$ cat src/rtl/load_hazard_scoreboard_if.sv
// IF/ID-to-hazard-unit bundle: decoded fields in, pipeline control out.
// Master drives the instruction fields; slave is the hazard unit.
interface load_hazard_scoreboard_if #(
  parameter int REG_ADDR_W = 3
);
  localparam int NREG = 2**REG_ADDR_W;

  logic                  instr_valid_ifid;
  logic [4:0]            opcode_ifid;
  logic [REG_ADDR_W-1:0] rs_ifid;
  logic [REG_ADDR_W-1:0] rt_ifid;
  logic [REG_ADDR_W-1:0] rd_ifid;
  logic                  flush_ifid;
  logic                  dmem_stall;
  logic                  pc_hold;
  logic                  ifid_hold;
  logic                  idex_bubble;
  logic                  pipe_freeze;
  logic [1:0]            state_o;
  logic [NREG-1:0]       sb_busy;

  modport master (
    output instr_valid_ifid, opcode_ifid,
    output rs_ifid, rt_ifid, rd_ifid,
    output flush_ifid, dmem_stall,
    input  pc_hold, ifid_hold,
    input  idex_bubble, pipe_freeze,
    input  state_o, sb_busy
  );

  modport slave (
    input  instr_valid_ifid, opcode_ifid,
    input  rs_ifid, rt_ifid, rd_ifid,
    input  flush_ifid, dmem_stall,
    output pc_hold, ifid_hold,
    output idex_bubble, pipe_freeze,
    output state_o, sb_busy
  );
endinterface

$ cat src/rtl/load_hazard_scoreboard.sv
// Load-use hazard unit with per-register countdown scoreboard.
// Define HDU_PERF_CNT_EN to add saturating stall/freeze cycle counters.
module load_hazard_scoreboard #(
  parameter int REG_ADDR_W = 3,
  parameter int LOAD_LAT   = 1,
  parameter int CNT_W      = 16
) (
  input  logic clk,
  input  logic rst,
  load_hazard_scoreboard_if.slave bus
`ifdef HDU_PERF_CNT_EN
  ,
  output logic [CNT_W-1:0] ldstall_cnt,
  output logic [CNT_W-1:0] freeze_cnt
`endif
);

  localparam int NREG = 2**REG_ADDR_W;
  localparam logic [2:0] LAT = 3'(LOAD_LAT);
  localparam logic [4:0] OP_LD = 5'b10001;

  typedef enum logic [1:0] {
    RUN     = 2'd0,
    LDSTALL = 2'd1,
    FREEZE  = 2'd2
  } state_t;

  state_t     state;
  logic [2:0] cnt [NREG];

  logic rs_used;
  logic rt_used;
  logic rs_pend;
  logic rt_pend;
  logic live;
  logic hazard;
  logic issue;
  logic ld_issue;

  // Stores get their data forwarded at MEM, so Rt is never a stall source
  always_comb begin
    rs_used = 1'b1;
    rt_used = 1'b1;
    case (bus.opcode_ifid)
      5'b00000, 5'b00001, 5'b00010,
      5'b00011, 5'b00100, 5'b00110,
      5'b11000: begin
        rs_used = 1'b0;
        rt_used = 1'b0;
      end
      5'b01000, 5'b01001, 5'b01010,
      5'b01011, 5'b01100, 5'b01101,
      5'b01110, 5'b01111, 5'b10000,
      5'b10001, 5'b10010, 5'b10011,
      5'b10100, 5'b10101, 5'b10110,
      5'b10111, 5'b00101, 5'b00111: begin
        rt_used = 1'b0;
      end
      default: begin
        rs_used = 1'b1;
        rt_used = 1'b1;
      end
    endcase
  end

  assign rs_pend = cnt[bus.rs_ifid] != 3'd0;
  assign rt_pend = cnt[bus.rt_ifid] != 3'd0;
  assign live    = bus.instr_valid_ifid
                 & ~bus.flush_ifid;
  assign hazard  = live
                 & ((rs_used & rs_pend)
                 |  (rt_used & rt_pend));
  assign issue   = live & ~hazard
                 & ~bus.dmem_stall;
  assign ld_issue = issue
                  & (bus.opcode_ifid == OP_LD);

  // A freshly issued load overrides the decrement of its own entry
  always_ff @(posedge clk) begin
    if (rst) begin
      for (int i = 0; i < NREG; i++)
        cnt[i] <= 3'd0;
    end else if (!bus.dmem_stall) begin
      for (int i = 0; i < NREG; i++) begin
        if (ld_issue &&
            bus.rd_ifid == REG_ADDR_W'(i))
          cnt[i] <= LAT;
        else if (cnt[i] != 3'd0)
          cnt[i] <= cnt[i] - 3'd1;
      end
    end
  end

  always_comb begin
    bus.sb_busy = '0;
    for (int i = 0; i < NREG; i++)
      bus.sb_busy[i] = cnt[i] != 3'd0;
  end

  always_ff @(posedge clk) begin
    if (rst)
      state <= RUN;
    else if (bus.dmem_stall)
      state <= FREEZE;
    else if (hazard)
      state <= LDSTALL;
    else
      state <= RUN;
  end

  assign bus.state_o = state;

  always_comb begin
    bus.pc_hold     = 1'b0;
    bus.ifid_hold   = 1'b0;
    bus.idex_bubble = 1'b0;
    bus.pipe_freeze = 1'b0;
    if (rst) begin
      bus.idex_bubble = 1'b1;
    end else if (bus.dmem_stall) begin
      bus.pipe_freeze = 1'b1;
      bus.pc_hold     = 1'b1;
      bus.ifid_hold   = 1'b1;
    end else if (bus.flush_ifid) begin
      bus.idex_bubble = 1'b1;
    end else if (hazard) begin
      bus.pc_hold     = 1'b1;
      bus.ifid_hold   = 1'b1;
      bus.idex_bubble = 1'b1;
    end
  end

`ifdef HDU_PERF_CNT_EN
  always_ff @(posedge clk) begin
    if (rst) begin
      ldstall_cnt <= '0;
      freeze_cnt  <= '0;
    end else begin
      if (state == LDSTALL && ~&ldstall_cnt)
        ldstall_cnt <= ldstall_cnt + 1'b1;
      if (state == FREEZE && ~&freeze_cnt)
        freeze_cnt <= freeze_cnt + 1'b1;
    end
  end
`endif

endmodule

$ cat src/flat_wrapper.sv
// flat-port wrapper written by rule: the top's interface ports become plain ports
module load_hazard_scoreboard_flat 
#(
  parameter int REG_ADDR_W = 3,
  parameter int LOAD_LAT   = 1,
  parameter int CNT_W      = 16
)
  (clk, rst, bus_instr_valid_ifid, bus_opcode_ifid, bus_rs_ifid, bus_rt_ifid, bus_rd_ifid, bus_flush_ifid, bus_dmem_stall, bus_pc_hold, bus_ifid_hold, bus_idex_bubble, bus_pipe_freeze, bus_state_o, bus_sb_busy);
  load_hazard_scoreboard_if #(.REG_ADDR_W(REG_ADDR_W)) bus_i ();
  input  logic clk;
  input  logic rst;
  input wire logic [$bits(bus_i.instr_valid_ifid)-1:0] bus_instr_valid_ifid;
  input wire logic [$bits(bus_i.opcode_ifid)-1:0] bus_opcode_ifid;
  input wire logic [$bits(bus_i.rs_ifid)-1:0] bus_rs_ifid;
  input wire logic [$bits(bus_i.rt_ifid)-1:0] bus_rt_ifid;
  input wire logic [$bits(bus_i.rd_ifid)-1:0] bus_rd_ifid;
  input wire logic [$bits(bus_i.flush_ifid)-1:0] bus_flush_ifid;
  input wire logic [$bits(bus_i.dmem_stall)-1:0] bus_dmem_stall;
  output wire logic [$bits(bus_i.pc_hold)-1:0] bus_pc_hold;
  output wire logic [$bits(bus_i.ifid_hold)-1:0] bus_ifid_hold;
  output wire logic [$bits(bus_i.idex_bubble)-1:0] bus_idex_bubble;
  output wire logic [$bits(bus_i.pipe_freeze)-1:0] bus_pipe_freeze;
  output wire logic [$bits(bus_i.state_o)-1:0] bus_state_o;
  output wire logic [$bits(bus_i.sb_busy)-1:0] bus_sb_busy;
  assign bus_i.instr_valid_ifid = bus_instr_valid_ifid;
  assign bus_i.opcode_ifid = bus_opcode_ifid;
  assign bus_i.rs_ifid = bus_rs_ifid;
  assign bus_i.rt_ifid = bus_rt_ifid;
  assign bus_i.rd_ifid = bus_rd_ifid;
  assign bus_i.flush_ifid = bus_flush_ifid;
  assign bus_i.dmem_stall = bus_dmem_stall;
  assign bus_pc_hold = bus_i.pc_hold;
  assign bus_ifid_hold = bus_i.ifid_hold;
  assign bus_idex_bubble = bus_i.idex_bubble;
  assign bus_pipe_freeze = bus_i.pipe_freeze;
  assign bus_state_o = bus_i.state_o;
  assign bus_sb_busy = bus_i.sb_busy;
  load_hazard_scoreboard #(.REG_ADDR_W(REG_ADDR_W), .LOAD_LAT(LOAD_LAT), .CNT_W(CNT_W)) u_core (.clk(clk), .rst(rst), .bus(bus_i));
endmodule
$ cat config.mk
export PLATFORM = sky130hd
export DESIGN_NAME = load_hazard_scoreboard_flat
export DESIGN_NICKNAME = d
export VERILOG_FILES = /design/src/rtl/load_hazard_scoreboard_if.sv /design/src/rtl/load_hazard_scoreboard.sv /design/src/flat_wrapper.sv
export SDC_FILE = /design/constraint.sdc
export NUM_CORES = 1
export LEC_CHECK = 0
export CORE_ASPECT_RATIO = 1.4
export CORE_MARGIN = 2
export CORE_UTILIZATION = 48
export CTS_CLUSTER_SIZE = 12
export DETAILED_ROUTE_END_ITERATION = 7
export PLACE_DENSITY = 0.77
export SLEW_MARGIN = 15
export SYNTH_ARGS = -nofsm -noshare
export SYNTH_HDL_FRONTEND = slang
export SYNTH_SLANG_ARGS = --single-unit
$ cat constraint.sdc
create_clock -name clk -period 2.3 [get_ports clk]
set_input_delay 0.23 -clock clk [delete_from_list [all_inputs] [get_ports clk]]
set_output_delay 0.23 -clock clk [all_outputs]
set_load 0.01 [all_outputs]
==> run_results.csv <==
group,metric,value,unit
floorplanning,io_pins,33,
critical_path,cp_max_fo,7,
global_routing,grt_usage,25.3,%
clocking,cts.sinks,26,
power_and_ir_drop,total_power,1.40,mW
critical_path,cp_top_family,"compound AO/OA/AOI/OAI gates",
placed_design,io_buffers,32,
synth,yosys_warnings,0,
route,dr.pass1.iters,4,
critical_path,crit_type,"reg2reg",
placed_design,hpwl,3880,µm
synth,synth-seq-cells,26,
critical_path,slowest_delay,0.43,ns
critical_path,path_cells,"nor3_2, buf_4, mux2i_1, a221o_1, buf_6, a211o_4, o211ai_1",
clocking,path_clk_slew,0.09,ns
route,ant_nets,0,
power_and_ir_drop,ir_worst_vdd,0.546,mV
cells_and_area,regArea,761,µm²
synth,synth.avg_cell_area,10.2,µm²
synth,syn-num-nets,230,
status,violations,"setup timing",
route,drc,0,
timing,skew,0.00342,ns
route,wl_per_cell,17.7,µm
timing,finalHoldViolCount,0,
floorplanning,die-area,4690,µm²
critical_path,cp.required,2.24,ns
timing,rsz0062_at_grt,"yes",
clocking,cts_htree_levels,1,
cells_and_area,layout_commonest_cell,"buf_4",
route,vias_per_cell,6.06,
route,drtIter0Drc,95,
critical_path,cp-end-kind,"flop",
clocking,cts_max_path_buffers,2,
global_routing,overflow,0,
power_and_ir_drop,leakage,1.17,nW
job,maxCapViolations,0,
cells_and_area,mostFrequentLayoutCells,"buf_4 (54), clkdlybuf4s50_1 (28), edfxtp_1 (24)",
timing,holdWs,0.648,ns
power_and_ir_drop,power_density,473,nW/µm²
synth,yosys.area_share.adder,10.0,%
hold_path,hold_class,"in2reg",
timing,max_slew_margin,65.1,%
cells_and_area,stdcell_area,2960,µm²
cells_and_area,multi_input_area,1260,µm²
clocking,cts_root_buf,"clkbuf_8",
timing,period_share,104,%
global_routing,grt_max_degree,15,
global_routing,antenna_found_initial,0,
clocking,cts_tree,"built",
synth,synth_flop_cell,"edfxtp_1",
route,via_count,1989,
synth,synth-xor-area-share,3.51,%
critical_path,worst_setup_path_start_kind,"flop",
placed_design,placed_cell_area,2640,µm²
synth,synth-async-reset-ratio,0,%
global_routing,grt_first_pass_wirelength,8920,µm
placed_design,routabilityCongestion,0.838,
synth,synth_cell_types,44,
floorplanning,die_width,58.5,µm
floorplanning,coreArea,3950,µm²
clocking,worstSkewPairLatency,0.27,ns
timing,period_needed,2.40,ns
synth,synth_top_family_by_area,"compound AO/OA/AOI/OAI gates",
timing,drv_slew,0,
synth,synthCells,195,
critical_path,r2r_slack,-0.1,ns
cells_and_area,nets,321,
clocking,cts_hold_buffers,0,
synth,netlist_area,1990,µm²
timing,tightestPinTransition,0.516,ns
synth,synth_compound_area_share,22.0,%
floorplanning,dieHeight,80.3,µm
critical_path,arrival,2.34,ns
route,wirelength,5820,µm
global_routing,first_global_vias,2064,
floorplanning,initial_core_util,50.5,%
critical_path,cp_slowest_cell,"edfxtp_1",
synth,yosys.area_share.simple,18.8,%
timing,max_freq,417,MHz
clocking,numCtsBuffers,3,
timing,setup_violations,30,
cells_and_area,syn2layout_area_growth,48.3,%
cells_and_area,final_layout_size_suffix_gt1_share,30.9,%
cells_and_area,fill_cells,253,
cells_and_area,diodes,0,
critical_path,path_buf_inv,2,
floorplanning,rows,27,
timing,setup_ws,-0.0992,ns
synth,synthMuxAreaShare,1.82,%
synth,ys_seq_area_share,38.1,%
synth,synth_edf_count,24,
status,run_status,"finished, violations left",
-- metrics by stage --
stage                     setup TNS (ns)  instances  util [%]  setup slack, ns
after detailed placement           -9.02        306      66.8           -0.358
after floorplan                        0        195         -            0.115
after global routing               -5.31        328      74.8           -0.234
after CTS                         -0.115        325      73.0          -0.0303
after global placement             -8.13        306      66.8           -0.359
final                              -1.30        328      74.8          -0.0992
-- flip-flops by register name, summed over array words and instances (netlist names) --
signal              cells
u_core.cnt             24
u_core.bus.state_o      2
-- timing repair --
item	4_1_cts	5_1_grt
pin swaps	15	13
buffers inserted	15	3
resized for setup	30	8
setup endpoints to repair	34	50
-- metal layers --
layer  part of all wire [%]  routed length [µm]  GRT usage, %
met1                     36                2070          25.6
met2                     55                3190          47.8
met3                    5.5                 319          3.22
met4                    4.1                 236          14.4
met5                      0                   0             0
-- synth_stat cells (2+ instances only) --
cell type / n / area (µm²)
inv_1: 20 / 75.1
dfxtp_1: 2 / 40.0
nand3_1: 4 / 20.0
nor2b_1: 5 / 31.3
ha_1: 16 / 200
a211o_1: 3 / 26.3
a31oi_1: 5 / 31.3
buf_6: 2 / 22.5
a21oi_1: 6 / 30.0
o32ai_1: 3 / 26.3
o32ai_2: 2 / 32.5
a2111oi_4: 2 / 55.1
a2111oi_2: 2 / 30.0
o211ai_1: 3 / 22.5
xnor2_1: 6 / 52.6
clkbuf_1: 2 / 7.51
xor2_1: 2 / 17.5
edfxtp_1: 24 / 721
nand2_1: 14 / 52.6
nor2_1: 8 / 30.0
and2_1: 2 / 12.5
nand2b_1: 14 / 87.6
o21ai_1: 2 / 10.0
nor3_1: 16 / 80.1
a211oi_1: 7 / 52.6
nor4_1: 3 / 18.8
nor4b_1: 3 / 26.3
-- final timing paths --
path	start	end	depth (start not counted)
worst max register to register	u_core.cnt[1][2]	u_core.cnt[2][1]	7
worst min-delay path	bus_instr_valid_ifid	u_core.bus.state_o[0]	4
worst max-delay path	u_core.cnt[1][2]	u_core.cnt[2][1]	7
worst min register to register	u_core.cnt[3][0]	u_core.cnt[3][0]	2
-- cell families (layout without fill, tap and decap cells) --
group	count (synthesis)	count (layout)
fa+ha+maj	16	16
buf+inv	25	115
simple gates	71	71
xor+xnor	8	8
flops	26	26
compound gates	47	47
mux	2	2
-- final cells by class --
| class | instances | share of cell area (%) |
|---|---|---|
| clock buffers | 4 | 1.52 |
| inverters | 20 | 2.54 |
| multi-input cells | 144 | 42.5 |
| flip-flops and latches | 26 | 25.7 |
| well taps | 43 | 1.82 |
| repair buffers | 91 | 25.9 |
-- tightest hold or removal path, cell delays in order --
cell	delay [ns]
clkdlybuf4s50_1	0.41
nor2b_1	0.16
nand2_1	0.06
nor2_1	0.03
-- where the power goes --
group	internal (mW)	total, mW	switching [mW]
clock	0.124	0.273	0.148
sequential	0.567	0.601	0.0339
combinational	0.270	0.526	0.257
Note: power is estimated with default switching activity, not from simulation.
